$ cat src/rtl/wb_arbiter_2m.sv
// Two-master Wishbone classic arbiter with round-robin and a no-ack watchdog.
// Latency: grant one cycle after cyc rises; data/ack paths combinational from state.
// Backpressure: the non-owner waits for the owner's cyc to drop; stalled strobes abort after TIMEOUT_CYCLES.
module wb_arbiter_2m #(
  parameter int ADDR_WIDTH     = 32,
  parameter int DATA_WIDTH     = 32,
  parameter int TIMEOUT_CYCLES = 255
) (
  input  logic                    clk,
  input  logic                    reset,
  input  logic                    m0_wb_cyc_i,
  input  logic                    m0_wb_stb_i,
  input  logic                    m0_wb_we_i,
  input  logic [ADDR_WIDTH-1:0]   m0_wb_adr_i,
  input  logic [DATA_WIDTH-1:0]   m0_wb_dat_i,
  input  logic [DATA_WIDTH/8-1:0] m0_wb_sel_i,
  output logic [DATA_WIDTH-1:0]   m0_wb_dat_o,
  output logic                    m0_wb_ack_o,
  output logic                    m0_wb_err_o,
  input  logic                    m1_wb_cyc_i,
  input  logic                    m1_wb_stb_i,
  input  logic                    m1_wb_we_i,
  input  logic [ADDR_WIDTH-1:0]   m1_wb_adr_i,
  input  logic [DATA_WIDTH-1:0]   m1_wb_dat_i,
  input  logic [DATA_WIDTH/8-1:0] m1_wb_sel_i,
  output logic [DATA_WIDTH-1:0]   m1_wb_dat_o,
  output logic                    m1_wb_ack_o,
  output logic                    m1_wb_err_o,
  output logic                    s_wb_cyc_o,
  output logic                    s_wb_stb_o,
  output logic                    s_wb_we_o,
  output logic [ADDR_WIDTH-1:0]   s_wb_adr_o,
  output logic [DATA_WIDTH-1:0]   s_wb_dat_o,
  output logic [DATA_WIDTH/8-1:0] s_wb_sel_o,
  input  logic [DATA_WIDTH-1:0]   s_wb_dat_i,
  input  logic                    s_wb_ack_i,
  output logic [1:0]              grant_o,
  output logic                    timeout_flag_o
);

  // Watchdog fires when the count has reached this value with no ack.
  localparam logic [15:0] WD_LIMIT = 16'(TIMEOUT_CYCLES - 1);

  typedef enum logic [1:0] {IDLE, OWN0, OWN1} state_t;

  state_t      state, state_nxt, arb_pick;
  logic        last_owner, last_owner_nxt;
  logic        abort_q, abort_nxt;
  logic [15:0] wdog, wdog_nxt;

  // Arbitration: single requester wins; on a tie the master that did not own last wins.
  always_comb begin
    arb_pick = IDLE;
    if (m0_wb_cyc_i && m1_wb_cyc_i) begin
      arb_pick = last_owner ? OWN0 : OWN1;
    end else if (m1_wb_cyc_i) begin
      arb_pick = OWN1;
    end else if (m0_wb_cyc_i) begin
      arb_pick = OWN0;
    end
  end

  // Next state: hold while the owner keeps cyc, hand over in the release cycle, abort on watchdog.
  always_comb begin
    state_nxt = state;
    abort_nxt = 1'b0;
    case (state)
      IDLE: state_nxt = arb_pick;
      OWN0: begin
        if (abort_q) begin
          state_nxt = IDLE;
        end else if (!m0_wb_cyc_i) begin
          state_nxt = arb_pick;
        end else if (s_wb_stb_o && !s_wb_ack_i && wdog == WD_LIMIT) begin
          abort_nxt = 1'b1;
        end
      end
      OWN1: begin
        if (abort_q) begin
          state_nxt = IDLE;
        end else if (!m1_wb_cyc_i) begin
          state_nxt = arb_pick;
        end else if (s_wb_stb_o && !s_wb_ack_i && wdog == WD_LIMIT) begin
          abort_nxt = 1'b1;
        end
      end
      default: state_nxt = IDLE;
    endcase
  end

  // Watchdog counts stalled strobe cycles; last_owner records each new grant.
  always_comb begin
    wdog_nxt       = wdog + 16'd1;
    last_owner_nxt = last_owner;
    if (state_nxt != state || abort_q || abort_nxt || s_wb_ack_i || !s_wb_stb_o) begin
      wdog_nxt = '0;
    end
    if (state_nxt == OWN0 && state != OWN0) begin
      last_owner_nxt = 1'b0;
    end else if (state_nxt == OWN1 && state != OWN1) begin
      last_owner_nxt = 1'b1;
    end
  end

  // State, watchdog and sticky timeout flag registers.
  always_ff @(posedge clk) begin
    if (!reset) begin
      state          <= IDLE;
      last_owner     <= 1'b0;
      abort_q        <= 1'b0;
      wdog           <= '0;
      timeout_flag_o <= 1'b0;
    end else begin
      state      <= state_nxt;
      last_owner <= last_owner_nxt;
      abort_q    <= abort_nxt;
      wdog       <= wdog_nxt;
      if (abort_nxt) begin
        timeout_flag_o <= 1'b1;
      end
    end
  end

  // Bus mux: owner drives the slave; the abort cycle kills cyc/stb and signals err instead of ack.
  always_comb begin
    s_wb_cyc_o  = 1'b0;
    s_wb_stb_o  = 1'b0;
    s_wb_we_o   = 1'b0;
    s_wb_adr_o  = '0;
    s_wb_dat_o  = '0;
    s_wb_sel_o  = '0;
    m0_wb_ack_o = 1'b0;
    m0_wb_err_o = 1'b0;
    m1_wb_ack_o = 1'b0;
    m1_wb_err_o = 1'b0;
    grant_o     = 2'b00;
    case (state)
      OWN0: begin
        grant_o     = 2'b01;
        s_wb_cyc_o  = m0_wb_cyc_i && !abort_q;
        s_wb_stb_o  = m0_wb_stb_i && !abort_q;
        s_wb_we_o   = m0_wb_we_i;
        s_wb_adr_o  = m0_wb_adr_i;
        s_wb_dat_o  = m0_wb_dat_i;
        s_wb_sel_o  = m0_wb_sel_i;
        m0_wb_ack_o = s_wb_ack_i && !abort_q;
        m0_wb_err_o = abort_q;
      end
      OWN1: begin
        grant_o     = 2'b10;
        s_wb_cyc_o  = m1_wb_cyc_i && !abort_q;
        s_wb_stb_o  = m1_wb_stb_i && !abort_q;
        s_wb_we_o   = m1_wb_we_i;
        s_wb_adr_o  = m1_wb_adr_i;
        s_wb_dat_o  = m1_wb_dat_i;
        s_wb_sel_o  = m1_wb_sel_i;
        m1_wb_ack_o = s_wb_ack_i && !abort_q;
        m1_wb_err_o = abort_q;
      end
      default: ;
    endcase
  end

  // Read data is broadcast; only the ack qualifies it.
  assign m0_wb_dat_o = s_wb_dat_i;
  assign m1_wb_dat_o = s_wb_dat_i;

endmodule

$ cat config.mk
export PLATFORM = sky130hd
export DESIGN_NAME = wb_arbiter_2m
export DESIGN_NICKNAME = d
export VERILOG_FILES = /design/src/rtl/wb_arbiter_2m.sv
export SDC_FILE = /design/constraint.sdc
export NUM_CORES = 1
export LEC_CHECK = 0
export BUFFER_PORTS_ARGS = -buffer_cell sky130_fd_sc_hd__buf_2
export CAP_MARGIN = 25
export CORE_AREA = 5 5 121 123
export CTS_CLUSTER_DIAMETER = 60
export CTS_CLUSTER_SIZE = 20
export DETAILED_ROUTE_END_ITERATION = 6
export DIE_AREA = 0 0 126 128
export HOLD_SLACK_MARGIN = 0.1
export PLACE_DENSITY = 0.6
export SLEW_MARGIN = 20
export SYNTH_ARGS = -nofsm -noshare
export SYNTH_HDL_FRONTEND = slang
export SYNTH_SLANG_ARGS = --single-unit
$ cat constraint.sdc
create_clock -name clk -period 2.53 [get_ports clk]
set_input_delay 0.6325 -clock clk [delete_from_list [all_inputs] [get_ports clk]]
set_output_delay 0.6325 -clock clk [all_outputs]
set_load 0.05 [all_outputs]
==> summary.md, run 1 <==
| Metric | Value |
|---|---|
| Antenna violations before repair | `0` |
| CTS sink cnt | `21` |
| Root buf cell | `clkbuf_16` |
| Drt total wl | `11.8 mm` |
| Die area | `16100 um^2` |
| # setup viols final | `0` |
| Register area share after synthesis | `14.8%` |
| Fin. Hold Viols | `0` |
| Number of synthesized flops with an enable pin | `0` |
| Setup CP Type | `reg -> out` |
| Power per cell area | `395 nW/um^2` |
| CTS tree | `yes` |
| Post-synth top flop | `dfxtp_1` |
| Reg2Reg Setup Slack | `330 ps` |
| Yosys Warn Count | `0` |
| Max Root-Sink Buffers | `2` |
| Chip Height | `128 um` |
| Non-filler instance count after layout | `697` |
| Worst vdd ir | `0.000425 V` |
| DRT antenna net count | `0` |
| GPL Wtd Cong | `0.827` |
| Synth Area per Inst | `7.72 um^2` |
| Fin crit period | `2480 ps` |
| 1st-iter DRT viols | `127` |
| Hpwl dp | `8.94 mm` |
| Synth Net Count | `554` |
| Avg WL per Cell | `17.0 um` |
| Port Buffers | `222` |
| Gr usage total | `12.7%` |
| Final worst path period share | `98.0%` |
| Worst Setup SP | `state[1]` |
| Final-report max-slew violation count | `0` |
| Post-route setup TNS | `0 ps` |
| Fmax | `403 MHz` |
| Clock-pin slew on the worst setup and hold paths | `50 ps` |
| First-pass GRT wire length | `16.8 mm` |
| Overflow left after global routing | `0` |
| Starting Density | `21.0%` |
| Placed cells | `689` |
| DR pass1 iterations | `4` |
| CTS Buf Count | `3` |
| Layout cells sized above 1 | `64.2%` |
| Critical R2R Capture | `wdog[8]` |
| Setup crit end kind | `output port` |
| Tightest Pin Transition | `445 ps` |
| Depth of the CTS H-tree | `1` |
| Row Count | `43` |
| Worst hold path type | `reg -> reg` |
| R2r startpoint | `state[1]` |
| Switching power | `0.729 mW` |
| Reg power frac | `19.6%` |
| Post-Syn Instances | `369` |
| Via count | `3183` |
| Via density | `4.57` |
| Ant diodes | `0` |
| Area Overhead vs Synth | `57.2%` |
| I/O Pins | `319` |
| Max FO, Critical Path | `20` |
| Core area | `13600 um^2` |
| CTS Hold Bufs | `0` |
| Synth unique cells | `43` |
| CP Launch Type | `flop` |
| Rel. slew slack | `70.2%` |
| Leakage power | `1.84 nW` |
| Outcome | `finished, final reports clean` |
| Worst path required time | `1900 ps` |
| Worst Setup EP | `s_wb_adr_o[17]` |
| Clock share of power | `18.5%` |
| Post-route DRC | `0` |
| Fraction of power spent switching nets | `41.2%` |
| Logic pwr share | `61.9%` |
| FF+latch count, synth | `21` |
| Internal cell power | `1.04 mW` |
| Die width | `126 um` |
| Async set-reset flop share out of synthesis | `0%` |
| Cell depth of the worst flop-to-flop path | `8` |
| Largest net degree at the start of global routing | `40` |
| Worst Path Arrival | `1850 ps` |
| Max-Cap Viols | `0` |
| Clock Latency Late Sink | `250 ps` |
| Vias in the first global route | `3031` |
| Syn Std Cell Area | `2850 um^2` |
| Nets | `703` |
| Fin Clk Skew | `1.41 ps` |
repair_timing:
action                                  in CTS  in global routing
gates cloned                                 2                  1
resized for setup                           27                 40
endpoints found under the setup margin      50                 65
setup buffers                                0                  1
state kept, by name (all words and copies together), names as in the netlist:
signal	cells
last_owner	1
abort_q	1
state	2
wdog	16
timeout_flag_o	1
through the flow:
| step | cell area, um^2 | hold slack [ps] | power (mW) | utilization (%) | worst slack, ps |
|---|---|---|---|---|---|
| 2_1_floorplan | 3230 | 495 | 1.33 | - | -83.0 |
| 3_3_place_gp | 4110 | 483 | 1.36 | 30.3 | 180 |
| 3_5_place_dp | 4110 | 480 | 1.36 | 30.3 | 169 |
| 4_1_cts | 4330 | 499 | 1.74 | 31.9 | -11.3 |
| 5_1_grt | 4480 | 534 | 1.87 | 33.0 | -3.18 |
| 6_report | 4480 | 499 | 1.77 | 33.0 | 51.1 |
power groups by stage:
stage	combinational, mW	clock [mW]	sequential, mW
final	1.09	0.328	0.347
after global routing	1.16	0.359	0.349
after CTS	1.05	0.337	0.345
after detailed placement	1.00	0	0.351
after global placement	1.01	0	0.351
after floorplan	0.982	0	0.350
layout make-up:
cell class / count / area, um^2
Fill cell: 1439 / 9080
Multi-Input combinational cell: 250 / 2210
Timing Repair Buffer: 238 / 1520
Sequential cell: 21 / 425
Tap cell: 180 / 225
Clock buffer: 4 / 78.8
Inverter: 4 / 18.8
layer usage:
| metal | wire (um) | global-route usage [%] | up-vias |
|---|---|---|---|
| li1 | - | - | 1543 |
| met5 | 0 | 0 | - |
| met4 | 112 | 2.40 | 0 |
| met1 | 4880 | 15.8 | 1481 |
| met2 | 5960 | 22.2 | 143 |
| met3 | 891 | 3.58 | 16 |
cells in the final DEF, fill, tap and decap left out, types with 3 or more instances in the layout:
cell type and count:
a21oi_1 4, a22oi_1 69, and2_1 3, and3_1 4
and4_1 3, buf_12 6, buf_2 168, buf_4 31
clkbuf_16 4, clkbuf_4 29, dfxtp_1 19, ha_1 5
ha_4 3, nand2_1 8, nand3_1 11, nor2_1 12
nor2b_2 30, nor2b_4 40, nor3_1 9, nor4_1 6
xnor2_1 5, xor2_1 9
cells by family (layout without fill, tap and decap cells):
logic type / Yosys count / in the layout / synth area share (%)
and+or+nand+nor: 141 / 141 / 30.8
buffers and inverters: 98 / 246 / 22.7
AOI/OAI and AO/OA: 84 / 84 / 22.8
DFF: 21 / 21 / 14.8
xor gates and xnor gates: 14 / 14 / 4.30
adders and majority gates: 8 / 8 / 3.51
muxes: 3 / 3 / 1.10
cell usage after synthesis (2+ instances only):
library cell	count	share of area (%)
a21oi_1	4	0.70
a22oi_1	70	18
and2_1	3	0.66
and3_1	4	0.88
and3b_1	2	0.61
and4_1	3	0.92
buf_1	6	0.79
buf_2	7	1.2
buf_4	66	17
buf_6	3	1.2
clkbuf_1	12	1.6
dfxtp_1	21	15
ha_1	8	3.5
inv_1	4	0.53
mux2i_1	2	0.70
nand2_1	8	1.1
nand2b_1	2	0.44
nand3_1	11	1.9
nor2_1	12	1.6
nor2b_1	71	16
nor3_1	9	1.6
nor4_1	6	1.3
nor4_2	2	0.88
o21ai_0	2	0.35
xnor2_1	5	1.5
xor2_1	9	2.8
worst min path at each step:
stage               slack, ps      startpoint              to  cells past startpoint
finish                    500  timeout_flag_o  timeout_flag_o                      2
global route              530  timeout_flag_o  timeout_flag_o                      2
CTS                       500  timeout_flag_o  timeout_flag_o                      2
detailed placement        480  timeout_flag_o  timeout_flag_o                      2
global placement          480  timeout_flag_o  timeout_flag_o                      2
floorplan                 490         wdog[0]         wdog[0]                      1
worst max-delay path, cell delays in order, from the launching register on:
cell and delay (ps):
dfxtp_4 400, clkinvlp_4 150, ha_4 220, buf_12 160, buf_4 160, a22oi_1 250
nor2b_4 60, buf_4 190
No activity file was read; power rests on OpenSTA's default activity.
==> run 2: changes to the inputs <==
- CORE_AREA: 5 5 121 123 -> 2 2 125 127
- DIE_AREA: 0 0 126 128 -> 0 0 127 129
- PLACE_DENSITY: 0.6 -> 0.55
==> summary.md, run 2 (synthesis gave the netlist of run 1 again) <==
| Metric | Value |
|---|---|
| Outcome | `finished, final reports clean` |
| Reg2Reg Setup Slack | `420 ps (+90 ps)` |
| Worst hold path type | `reg -> reg` |
| Max-Cap Viols | `0 (unchanged)` |
| Core area | `15000 um^2 (+10%)` |
| Hold WS | `508 ps (+8.35 ps)` |
| 1st-iter DRT viols | `150 (+18%)` |
| # fillers | `1627 (+13%)` |
| DR pass1 iterations | `4 (unchanged)` |
| Antenna violations before repair | `0 (unchanged)` |
| WHS Endpoint | `timeout_flag_o` |
| Port Buffers | `222 (unchanged)` |
| First-pass GRT wire length | `16.4 mm (-2.4%)` |
| Chip Height | `129 um (+0.78%)` |
| I/O Pins | `319 (unchanged)` |
| Avg WL per Cell | `15.6 um (-8.0%)` |
| Hpwl dp | `8.91 mm (-0.37%)` |
| Clock-pin slew on the worst setup and hold paths | `50 ps (about the same)` |
| RSZ-0062 raised after global routing | `yes` |
| Via density | `4.51 (-1.3%)` |
| Leakage power | `1.82 nW (-1.5%)` |
| Layout cells sized above 1 | `63.4% (-0.81 points)` |
| Hold_sp | `timeout_flag_o` |
| Reg with most FFs | `wdog` |
| Depth of the CTS H-tree | `1 (unchanged)` |
| Max FO, Critical Path | `26 (+30%)` |
| Post-CTS Setup Bufs | `0 (unchanged)` |
| Clock Latency Late Sink | `250 ps (about the same)` |
| Power per cell area | `394 nW/um^2 (-0.28%)` |
| WHS Path Cells | `2 (unchanged)` |
| Rel. slew slack | `67.9% (-2.3 points)` |
| Die width | `127 um (+0.79%)` |
| Max reg flops | `16 (unchanged)` |
| Row Count | `45 (+4.7%)` |
| Largest regs | `wdog: 16 flops, state: 2 flops` |
| Worst Path Arrival | `1830 ps (-20 ps)` |
| Most frequent cells in the layout | `186 x buf_2, 70 x a22oi_1, 40 x nor2b_4` |
| Largest net degree at the start of global routing | `49 (+23%)` |
| Fmax | `406 MHz (+0.73%)` |
| Area occupied by multi-input gates | `2180 um^2 (-1.6%)` |
| # setup viols final | `0 (unchanged)` |
| Root buf cell | `clkbuf_16` |
| Area Overhead vs Synth | `52.9%` |
| CTS Hold Bufs | `0 (unchanged)` |
| CP Launch Type | `flop` |
| Final worst path period share | `97.3% (-0.71 points)` |
| Critical R2R Capture | `wdog[11]` |
| Drt total wl | `10.9 mm (-7.7%)` |
| Overflow left after global routing | `0 (unchanged)` |
| DRT antenna net count | `0 (unchanged)` |
| Post-route DRC | `0 (unchanged)` |
| Fin. Hold Viols | `0 (unchanged)` |
| GPL Wtd Cong | `0.808 (-2.3%)` |
| Ant diodes | `0 (unchanged)` |
| Fin crit period | `2460 ps (-18.0 ps)` |
| R2r startpoint | `state[1]` |
| CTS Buf Count | `3 (unchanged)` |
| Vias in the first global route | `2997 (-1.1%)` |
| Final Power | `1.72 mW (-3.0%)` |
| Most common cell after layout, fill and taps aside | `buf_2` |
| Starting Density | `19.0% (-2.0 points)` |
| Seq. cell area | `422 um^2 (-0.88%)` |
| Via count | `3152 (-0.97%)` |
| Setup CP Type | `reg -> out` |
| Fin Clk Skew | `4.46 ps (+3.05 ps)` |
| Worst path required time | `1900 ps (about the same)` |
| Tightest Pin Transition | `480 ps (+34.7 ps)` |
| Setup crit end kind | `output port` |
| Max Root-Sink Buffers | `2 (unchanged)` |
| Nets | `697 (-0.85%)` |
| Worst vdd ir | `0.000361 V (-15%)` |
| Die area | `16400 um^2 (+1.6%)` |
| Cell depth of the worst flop-to-flop path | `8 (unchanged)` |
| Gr usage total | `12.3% (-0.43 points)` |
| Final-report max-slew violation count | `0 (unchanged)` |
| CTS tree | `yes` |
| CTS sink cnt | `21 (unchanged)` |
[run 2: cell count changes in the layout (fill, tap and decap cells not counted), sizes merged]
cell | previous run | this run
buf | 206 | 232
clkinv | 0 | 1
bufbuf | 2 | 0
clkbuf | 34 | 3
inv | 3 | 4
clkinvlp | 1 | 0
[run 2: through the flow]
stage | setup WS (ps) | instance area, um^2 | utilization [%] | TNS, ps | std cells
after floorplan | -83.0 | 3230 | - | -747 | 369
after global placement | 218 | 4190 | 28.0 | 0 | 695
after detailed placement | 162 | 4190 | 28.0 | 0 | 695
after CTS | 9.87 | 4340 | 29.0 | 0 | 699
after global routing | -50.3 | 4360 | 29.1 | -192 | 699
final | 69.1 | 4360 | 29.1 | 0 | 699
[run 2: where the power goes]
part / total, mW / internal (mW) / leakage (nW) / switching [mW]
combinational: 1.04 / 0.442 / 1.60 / 0.596
sequential: 0.344 / 0.337 / 0.170 / 0.00711
clock: 0.334 / 0.212 / 0.0409 / 0.122
total: 1.72 / 0.992 / 1.82 / 0.725
[run 2: layer usage]
metal  up-vias  GRT usage, %  wire, um
met5         -             0         0
met4         0          1.75        97
met3        13          3.12       855
met2       158          21.8      5390
met1      1451          15.4      4580
li1       1530             -         -
[run 2: what timing repair did]
action / 4_1_cts / 5_1_grt
pin swaps: 0 / 0
endpoints found under the setup margin: 71 / 14
resized for setup: 30 / 3
[run 2: worst max-delay path by stage]
stage	from	end	slack, ps	depth (start not counted)
floorplan	state[0]	s_wb_adr_o[16]	-80	7
global placement	state[1]	s_wb_dat_o[3]	220	5
detailed placement	state[1]	s_wb_dat_o[21]	160	5
CTS	state[0]	s_wb_stb_o	10	6
global route	state[0]	s_wb_dat_o[10]	-50	6
finish	state[1]	s_wb_dat_o[10]	70	6
[run 2: final cells by class]
cell class | instances | area share (%)
Multi-Input combinational cell | 250 | 50.0
Timing Repair Buffer | 232 | 32.7
Sequential cell | 21 | 9.68
Tap cell | 188 | 5.40
Clock buffer | 3 | 1.72
Inverter | 4 | 0.345
Clock inverter | 1 | 0.115
[run 2: critical path, stage by stage (launching register included)]
cell     delay (ps)
dfxtp_2         360
inv_2           110
ha_2            210
buf_4           290
a22oi_1         200
nor2b_2         130
buf_2           260
